$ cat config.mk
export PLATFORM = sky130hd
export DESIGN_NAME = prbs_check_sequencer
export DESIGN_NICKNAME = d
export VERILOG_FILES = /design/src/rtl/prbs_check_sequencer.sv
export SDC_FILE = /design/constraint.sdc
export NUM_CORES = 1
export LEC_CHECK = 0
export CORE_MARGIN = 4
export CORE_UTILIZATION = 43
export CTS_CLUSTER_DIAMETER = 40
export DETAILED_ROUTE_END_ITERATION = 10
export HOLD_SLACK_MARGIN = 0.03
export PLACE_DENSITY = 0.81
export SYNTH_ARGS = -nofsm -noshare
export SYNTH_HDL_FRONTEND = slang
export SYNTH_SLANG_ARGS = --single-unit
$ cat constraint.sdc
create_clock -name clk -period 2.9 [get_ports clk]
set_clock_uncertainty 0.2 [all_clocks]
set_input_delay 0.58 -clock clk [delete_from_list [all_inputs] [get_ports clk]]
set_output_delay 0.58 -clock clk [all_outputs]
set_load 0.05 [all_outputs]
$ cat src/rtl/prbs_check_sequencer.sv
// Run controller for one PRBS-15 check: latch config, reset detector, run, report result.
// Latency: start accepted at t -> prbs_en high at t+1+RST_CYCLES; done one cycle after run exit.
// Backpressure: none; start is sampled only in IDLE, abort only acts in RUN.
module prbs_check_sequencer #(
  parameter int RST_CYCLES = 2,
  parameter int TO_W       = 16
) (
  input  logic            clk,
  input  logic            rst,
  input  logic            start,
  input  logic            abort,
  input  logic [31:0]     cfg_pattern,
  input  logic [3:0]      cfg_n,
  input  logic [TO_W-1:0] cfg_timeout,
  input  logic            pattern_detected,
  output logic            det_rst,
  output logic            prbs_en,
  output logic [31:0]     pattern,
  output logic [3:0]      n,
  output logic            busy,
  output logic            done,
  output logic            pass,
  output logic            fail,
  output logic            err,
  output logic [TO_W-1:0] elapsed
);

  localparam int CW = (RST_CYCLES > 1) ? $clog2(RST_CYCLES) : 1;

  typedef enum logic [1:0] {
    S_IDLE = 2'd0,
    S_LOAD = 2'd1,
    S_RUN  = 2'd2,
    S_DONE = 2'd3
  } state_t;

  state_t          r_state;
  logic [CW-1:0]   r_ld_cnt;
  logic [TO_W-1:0] r_limit;
  logic            r_det_rst;
  logic            r_prbs_en;
  logic [31:0]     r_pattern;
  logic [3:0]      r_n;
  logic            r_busy;
  logic            r_done;
  logic            r_pass;
  logic            r_fail;
  logic            r_err;
  logic [TO_W-1:0] r_elapsed;

  // One extra bit so the timeout compare never sees a wrapped count.
  logic [TO_W:0]   w_elapsed_inc;
  logic [TO_W-1:0] w_elapsed_sat;
  logic            w_timeout;

  assign w_elapsed_inc = {1'b0, r_elapsed} + {{TO_W{1'b0}}, 1'b1};
  assign w_elapsed_sat = (&r_elapsed) ? r_elapsed : w_elapsed_inc[TO_W-1:0];
  assign w_timeout     = (r_limit != '0) && (w_elapsed_inc == {1'b0, r_limit});

  // Sequencer FSM with all outputs registered.
  always_ff @(posedge clk or posedge rst) begin
    if (rst) begin
      r_state   <= S_IDLE;
      r_ld_cnt  <= '0;
      r_limit   <= '0;
      r_det_rst <= 1'b1;
      r_prbs_en <= 1'b0;
      r_pattern <= '0;
      r_n       <= '0;
      r_busy    <= 1'b0;
      r_done    <= 1'b0;
      r_pass    <= 1'b0;
      r_fail    <= 1'b0;
      r_err     <= 1'b0;
      r_elapsed <= '0;
    end else begin
      case (r_state)
        S_IDLE: begin
          r_det_rst <= 1'b1;
          r_prbs_en <= 1'b0;
          if (start) begin
            if (cfg_n != 4'd0) begin
              r_pattern <= cfg_pattern;
              r_n       <= cfg_n;
              r_limit   <= cfg_timeout;
              r_pass    <= 1'b0;
              r_fail    <= 1'b0;
              r_err     <= 1'b0;
              r_elapsed <= '0;
              r_ld_cnt  <= '0;
              r_busy    <= 1'b1;
              r_state   <= S_LOAD;
            end else begin
              // A zero match count can never be reached by the detector.
              r_pass    <= 1'b0;
              r_fail    <= 1'b0;
              r_err     <= 1'b1;
              r_elapsed <= '0;
              r_done    <= 1'b1;
              r_state   <= S_DONE;
            end
          end
        end
        S_LOAD: begin
          if (r_ld_cnt == CW'(RST_CYCLES - 1)) begin
            r_det_rst <= 1'b0;
            r_prbs_en <= 1'b1;
            r_state   <= S_RUN;
          end else begin
            r_ld_cnt <= r_ld_cnt + 1'b1;
          end
        end
        S_RUN: begin
          r_elapsed <= w_elapsed_sat;
          // Priority: abort, then detection, then timeout.
          if (abort || pattern_detected || w_timeout) begin
            r_pass    <= !abort && pattern_detected;
            r_fail    <= abort || !pattern_detected;
            r_det_rst <= 1'b1;
            r_prbs_en <= 1'b0;
            r_busy    <= 1'b0;
            r_done    <= 1'b1;
            r_state   <= S_DONE;
          end
        end
        S_DONE: begin
          r_done  <= 1'b0;
          r_state <= S_IDLE;
        end
        default: r_state <= S_IDLE;
      endcase
    end
  end

  assign det_rst = r_det_rst;
  assign prbs_en = r_prbs_en;
  assign pattern = r_pattern;
  assign n       = r_n;
  assign busy    = r_busy;
  assign done    = r_done;
  assign pass    = r_pass;
  assign fail    = r_fail;
  assign err     = r_err;
  assign elapsed = r_elapsed;

endmodule

==> impl_metrics.csv, run 1 <==
group,metric,value,unit
routing,total_wire_length_after_detailed_routing,9.80,mm
power,report.power.total,5.88,mW
power,max-vdd-ir-drop,0.826,mV
clock_network,cts_inserted_buffers,9,
routing,post_drt_wl_per_cell,16.9,um
critical_path,worst_path_max_delay_cell,"sky130_fd_sc_hd__or4_4",
cells_and_area,area_growth,40.6,%
global_routing,grtUsageMet3,6.02,%
power,power.density,1080,nW/um2
floorplanning,die_w,103,um
synthesis,synth.largest_area_cell,"sky130_fd_sc_hd__dfrtp_1",
cells_and_area,finalCoreUtilization,62.3,%
timing,rsz0062_at_grt,"no",
floorplanning,die_ar,10600,um2
synthesis,synthesis.area_per_instance,11.4,um2
timing,slew-limit-headroom,63.6,%
job,cap_violations,0,
routing,first_pass_detailed_route_iteration_total,5,
synthesis,postSynth.asyncResetShare,100,%
clock_network,clkSinkCount,78,
synthesis,postSynthCellCount,340,
routing,avgViaCountPerCell,5.38,
timing,final_min_period_over_clock_period,94.7,%
routing,antenna_viol_nets_final,0,
clock_network,cts_tree,"done",
critical_path,start_kind,"register",
global_routing,global_route_met2_utilization,30.2,%
timing,finalSetupViolations,0,
floorplanning,rows,34,
floorplanning,core-area,8720,um2
global_routing,global_route_total_overflow,0,
synthesis,post_synth_instance_area,3860,um2
outcome,status,"finished clean",
hold_path,timing.hold.worst.class,"register to register",
placement,placement.cell_area,5230,um2
floorplanning,floorplan.io_pins,116,
clock_network,worstSkewPairLatency,0.35,ns
placement,place.detailed.hpwl,7.46,mm
critical_path,ordered_list_of_cells_on_the_worst_path,"nand4_4 > or4_4 > nand3b_4 > a2111oi_4 > nand4_4 > or3_1 > nand4_1",
cells_and_area,antenna_cells,0,
synthesis,synthTopCellsByArea,"sky130_fd_sc_hd__dfrtp_1 50%, sky130_fd_sc_hd__mux2_2 15%, sky130_fd_sc_hd__o21ai_0 2.8%",
clock_network,cts_hold_repair.buffers,0,
global_routing,first_global_vias,3177,
placement,globalplace.congestion,0.892,
floorplanning,starting_density,44.3,%
cells_and_area,layout.cells.non_filler,580,
critical_path,timing.critical_path.slowest_cell_delay,0.59,ns
timing,fmax,0.364,GHz
global_routing,pin_count_of_the_biggest_net_entering_global_routing,44,
synthesis,synth_warnings,0,
critical_path,timing.critical_path.to_type,"register",
routing,detail_route.drc_violations,0,
clock_network,maximum_buffer_depth_of_the_clock_tree,2,
synthesis,mapped_nets,402,
global_routing,grt-busiest-layer,"met2",
power,p_leak,2.21,nW
cells_and_area,stdcell_area,5430,um2
synthesis,post-synth-top-area-fraction,49.9,%
global_routing,globalRouteMet1Util,25.0,%
routing,vias,3122,
placement,buffer_ports.inserted,115,
routing,drt-initial-drc-count,216,
synthesis,ys_types,46,
cells_and_area,nets,529,
clock_network,clock_edge_transition_at_the_registers_on_the_reported_setup_and_hold_paths,0.09,ns
critical_path,cp.required,2.99,ns
synthesis,synth-seq-area-share,50.6,%
synthesis,post_synth_edffs,0,
critical_path,worst-setup-path-type,"register to register",
timing,finalMaxSlewViolations,0,
synthesis,dominantRegCellSynth,"sky130_fd_sc_hd__dfrtp_1",
clock_network,htree_num_levels,3,
cells_and_area,n_fill_cell,669,
critical_path,crit_arrival,2.83,ns
critical_path,cp_max_fo,9,
critical_path,library_cell_appearing_most_often_on_the_critical_path,"sky130_fd_sc_hd__nand4_4",
synthesis,ys_seq_elements,78,
critical_path,cpLargestDelayFamily,"simple AND/OR/NAND/NOR gates",
placement,post-place-ws,0.134,ns
global_routing,grt_pass1_wl,15.7,mm
timing,period_needed,2.75,ns
timing,post-route-worst-setup-slack,0.154,ns
cells_and_area,post_route_cells_drive_above_1_share,21.0,%
clock_network,clock-root-buffer,"sky130_fd_sc_hd__clkbuf_8",
critical_path,path_buf_inv,0,
timing,worst_slew_pin_slew,0.547,ns
global_routing,grt_util_all_layers,19.2,%
floorplanning,die_height,103,um
placement,placedCellCount,562,
global_routing,number_of_antenna_violations_at_the_first_check_in_global_routing,0,
timing,hold_violation_count_in_the_final_report,0,
## worst register-to-register path, cell delays in order (launching register included)
cell and delay (ns):
sky130_fd_sc_hd__dfrtp_2 0.49, sky130_fd_sc_hd__nand4_4 0.18, sky130_fd_sc_hd__or4_4 0.59, sky130_fd_sc_hd__nand3b_4 0.19
sky130_fd_sc_hd__a2111oi_4 0.40, sky130_fd_sc_hd__nand4_4 0.20, sky130_fd_sc_hd__or3_1 0.35, sky130_fd_sc_hd__nand4_1 0.09
## registers in the layout, summed over array words and instances, names as in the netlist
| register | count |
|---|---|
| busy | 1 |
| fail | 1 |
| elapsed | 16 |
| done | 1 |
| n | 4 |
| det_rst | 1 |
| pattern | 32 |
| r_state | 2 |
| err | 1 |
| r_ld_cnt | 1 |
| r_limit | 16 |
| prbs_en | 1 |
| pass | 1 |
## Yosys cell counts (all sizes together), types with 2 or more instances
master    n
nand2    25
nor4      7
nand4     8
mux2     52
or3       4
nand3b    2
a21oi    12
xor2     11
o211ai    2
a2bb2oi   3
a31oi     2
nand3     9
and2      4
nor2     17
xnor2    10
ha        5
nor3      4
buf       4
or4       3
a211oi    2
clkbuf   12
o21ai    22
and3      3
nand2b    5
a21o      2
o31ai     9
inv       7
and4      3
dfrtp    77
mux2i     3
## where the power goes
group          switching (mW)  internal (mW)
Combinational            1.92           1.30
Sequential              0.337           1.54
Clock                   0.450          0.332
## stage by stage
stage               setup TNS, ns  hold WS, ns
CTS                             0        0.274
floorplan                 -0.0213        0.312
detailed placement              0        0.261
finish                          0        0.272
global route                    0        0.318
global placement                0        0.255
## cells in the final DEF, fill, tap and decap left out, types with 3 or more instances in the layout
master / instances
sky130_fd_sc_hd__a21oi_1: 11
sky130_fd_sc_hd__mux2i_1: 3
sky130_fd_sc_hd__and2_1: 4
sky130_fd_sc_hd__xor2_1: 11
sky130_fd_sc_hd__nor2_1: 16
sky130_fd_sc_hd__mux2_2: 52
sky130_fd_sc_hd__nand2b_1: 5
sky130_fd_sc_hd__inv_1: 6
sky130_fd_sc_hd__inv_6: 3
sky130_fd_sc_hd__and4_1: 3
sky130_fd_sc_hd__xnor2_1: 10
sky130_fd_sc_hd__dfrtp_1: 73
sky130_fd_sc_hd__and3_1: 3
sky130_fd_sc_hd__dfrtp_2: 4
sky130_fd_sc_hd__ha_1: 4
sky130_fd_sc_hd__a2bb2oi_1: 3
sky130_fd_sc_hd__o31ai_1: 9
sky130_fd_sc_hd__nand3_1: 9
sky130_fd_sc_hd__buf_4: 16
sky130_fd_sc_hd__nand4_1: 6
sky130_fd_sc_hd__o21ai_0: 22
sky130_fd_sc_hd__clkbuf_8: 9
sky130_fd_sc_hd__nand2_1: 25
sky130_fd_sc_hd__or3_1: 4
sky130_fd_sc_hd__nor3_1: 4
sky130_fd_sc_hd__clkdlybuf4s50_1: 115
sky130_fd_sc_hd__nor4_1: 7
## worst paths after layout
kind / to / slack, ns / from / cells after the start
max: fail / 0.15 / elapsed[7] / 7
min reg2reg: det_rst / 0.27 / det_rst / 2
min: det_rst / 0.27 / det_rst / 2
max in group asynchronous: elapsed[7] / 1.56 / rst / 3
min in group asynchronous: pattern[14] / 0.49 / rst / 3
max reg2reg: fail / 0.15 / elapsed[7] / 7
## layout make-up
class	count	area [um2]	share of cell area, %
flip-flops and latches	78	1960	36.1
repair buffers	132	1290	23.8
clock buffers	9	124	2.28
multi-input cells	239	1830	33.7
inverters	7	30.0	0.553
clock inverters	7	62.6	1.15
well taps	108	135	2.49
## metal layers
layer	up-vias	wire [um]
met2	125	4650
met1	1493	4160
met5	-	0
li1	1493	-
met3	11	870
met4	0	125
## what timing repair did
item / in CTS / in global routing
setup endpoints to repair: 0 / 4
gates resized for setup: 0 / 2
setup buffers: 0 / 2
## logic make-up (layout without fill, tap and decap cells)
| logic type | Yosys count | after routing | share of synthesized area, % |
|---|---|---|---|
| muxes | 55 | 55 | 15.9 |
| and+or+nand+nor | 96 | 96 | 14.1 |
| buffers and inverters | 23 | 155 | 2.33 |
| AOI/OAI and AO/OA | 62 | 62 | 10.7 |
| DFF | 78 | 78 | 50.6 |
| adders and majority gates | 5 | 5 | 1.62 |
| xor gates and xnor gates | 21 | 21 | 4.76 |
Note: power is estimated with default switching activity, not from simulation.
==> run 2, diff against run 1 <==
Settings changed: CELL_PAD_IN_SITES_DETAIL_PLACEMENT set to 0, CELL_PAD_IN_SITES_GLOBAL_PLACEMENT set to 1, CORE_UTILIZATION 43 to 33.
==> impl_metrics.csv, run 2 (synthesis gave the netlist of run 1 again) <==
group,metric,value,unit
outcome,status,"finished clean",
floorplanning,die_height,116,um
timing,final_min_period_over_clock_period,94.1,%
cells_and_area,finalCoreUtilization,49.4,%
critical_path,crit_arrival,2.79,ns
critical_path,cp.required,2.96,ns
clock_network,clkSinkCount,78,
power,p_leak,2.28,nW
timing,slew-limit-headroom,59.8,%
cells_and_area,area_growth,46.1,%
global_routing,number_of_antenna_violations_at_the_first_check_in_global_routing,0,
floorplanning,floorplan.io_pins,116,
cells_and_area,most-common-layout-cells,"115 x sky130_fd_sc_hd__clkdlybuf4s50_1, 73 x sky130_fd_sc_hd__dfrtp_1, 52 x sky130_fd_sc_hd__mux2_2, 25 x sky130_fd_sc_hd__nand2_1, 22 x sky130_fd_sc_hd__o21ai_0",
routing,detail_route.drc_violations,0,
critical_path,ordered_list_of_cells_on_the_worst_path,"nand4_4 > or4_4 > nand3b_4 > a2111oi_4 > nand4_4 > or3_1 > nand4_1",
cells_and_area,antenna_cells,0,
power,max-vdd-ir-drop,0.766,mV
critical_path,start_kind,"register",
cells_and_area,layout.cells.non_filler,615,
floorplanning,die_w,116,um
clock_network,postCtsResizedCells,0,
routing,avgViaCountPerCell,5.17,
global_routing,grt_pass1_wl,16.5,mm
clock_network,htree_num_levels,3,
timing,hold_violation_count_in_the_final_report,0,
timing,finalSetupViolations,0,
timing,finalMaxSlewViolations,0,
placement,placedCellCount,599,
routing,post_drt_wl_per_cell,16.8,um
cells_and_area,post_route_cells_drive_above_1_share,21.0,%
critical_path,worst_path_max_delay_cell,"sky130_fd_sc_hd__or4_4",
clock_network,clock_edge_transition_at_the_registers_on_the_reported_setup_and_hold_paths,0.07,ns
clock_network,cts_tree,"done",
critical_path,cp_max_fo,11,
global_routing,grt_util_all_layers,15.5,%
routing,drt-initial-drc-count,158,
critical_path,timing.critical_path.to_type,"register",
timing,period_needed,2.73,ns
clock_network,worstSkewPairLatency,0.33,ns
critical_path,worst-setup-path-type,"register to register",
cells_and_area,n_fill_cell,1048,
timing,worst_hold_slack,0.284,ns
global_routing,pin_count_of_the_biggest_net_entering_global_routing,37,
floorplanning,die_ar,13500,um2
cells_and_area,largest_register_ffs,32,
routing,vias,3180,
timing,worst_slew_pin_slew,0.602,ns
timing,rsz0062_at_grt,"no",
cells_and_area,nets,529,
floorplanning,core-area,11400,um2
hold_path,timing.hold.worst.class,"register to register",
global_routing,global_route_total_overflow,0,
routing,first_pass_detailed_route_iteration_total,4,
clock_network,cts_hold_repair.buffers,0,
placement,place.detailed.hpwl,7.80,mm
power,power.density,1130,nW/um2
timing,fmax,0.367,GHz
clock_network,cts_inserted_buffers,9,
routing,total_wire_length_after_detailed_routing,10.4,mm
job,cap_violations,0,
cells_and_area,mostFrequentLayoutCell,"sky130_fd_sc_hd__clkdlybuf4s50_1",
placement,globalplace.congestion,0.913,
floorplanning,rows,39,
critical_path,rrSetupSlack,0.17,ns
clock_network,clock-root-buffer,"sky130_fd_sc_hd__clkbuf_16",
critical_path,timing.critical_path.slowest_cell_delay,0.57,ns
routing,antenna_viol_nets_final,0,
global_routing,first_global_vias,3206,
clock_network,cts.repair_timing.setup_buffer_count,0,
clock_network,maximum_buffer_depth_of_the_clock_tree,2,
placement,buffer_ports.inserted,115,
critical_path,library_cell_appearing_most_often_on_the_critical_path,"sky130_fd_sc_hd__nand4_4",
floorplanning,starting_density,33.8,%
run 2: changes by cell type in the layout (fill, tap and decap cells not counted), sizes merged:
cell,change
clkinvlp,+2
inv,-3
clkinv,-2
bufinv,+2
clkbuf,+1
run 2: through the flow:
stage	cell area, um2	setup TNS, ns	total power, mW	setup WS, ns
6_report	5650	0	6.36	0.172
5_1_grt	5650	0	6.69	0.0117
4_1_cts	5640	0	6.41	0.156
3_5_place_dp	5310	0	5.13	0.118
3_3_place_gp	5310	0	5.07	0.213
2_1_floorplan	3870	-0.0213	4.03	-0.0213
run 2: path summary, 6_finish.rpt:
check                                    to       start  cells after the start
worst min-delay path                det_rst     det_rst                      2
worst max register to register         fail  elapsed[5]                      7
min in group asynchronous       pattern[31]         rst                      2
max in group asynchronous           det_rst         rst                      3
worst min register to register      det_rst     det_rst                      2
worst max-delay path                   fail  elapsed[5]                      7
run 2: critical path, delay by kind of cell (launching register included):
family	cells	cell delay, ns
compound gates	1	0.40
simple gates	6	1.56
flops	1	0.49
run 2: power by group:
part	total, mW	internal [mW]	switching (mW)
logic	3.23	1.30	1.94
clock network	1.25	0.784	0.471
registers	1.87	1.54	0.329
run 2: area by class of cell:
type | instances | area (um2) | share of cell area (%)
clock inverters | 6 | 92.6 | 1.64
well taps | 143 | 179 | 3.17
repair buffers | 132 | 1320 | 23.3
inverters | 7 | 30.0 | 0.532
clock buffers | 10 | 239 | 4.23
flip-flops and latches | 78 | 1960 | 34.7
multi-input cells | 239 | 1830 | 32.4
run 2: per-layer routing:
layer  vias up  GRT usage [%]  wire, um
met2       110           24.5      4930
met4         0           4.95       130
met3        10           4.77       884
met1      1567           20.4      4420
li1       1493              -         -
met5         -              0         0
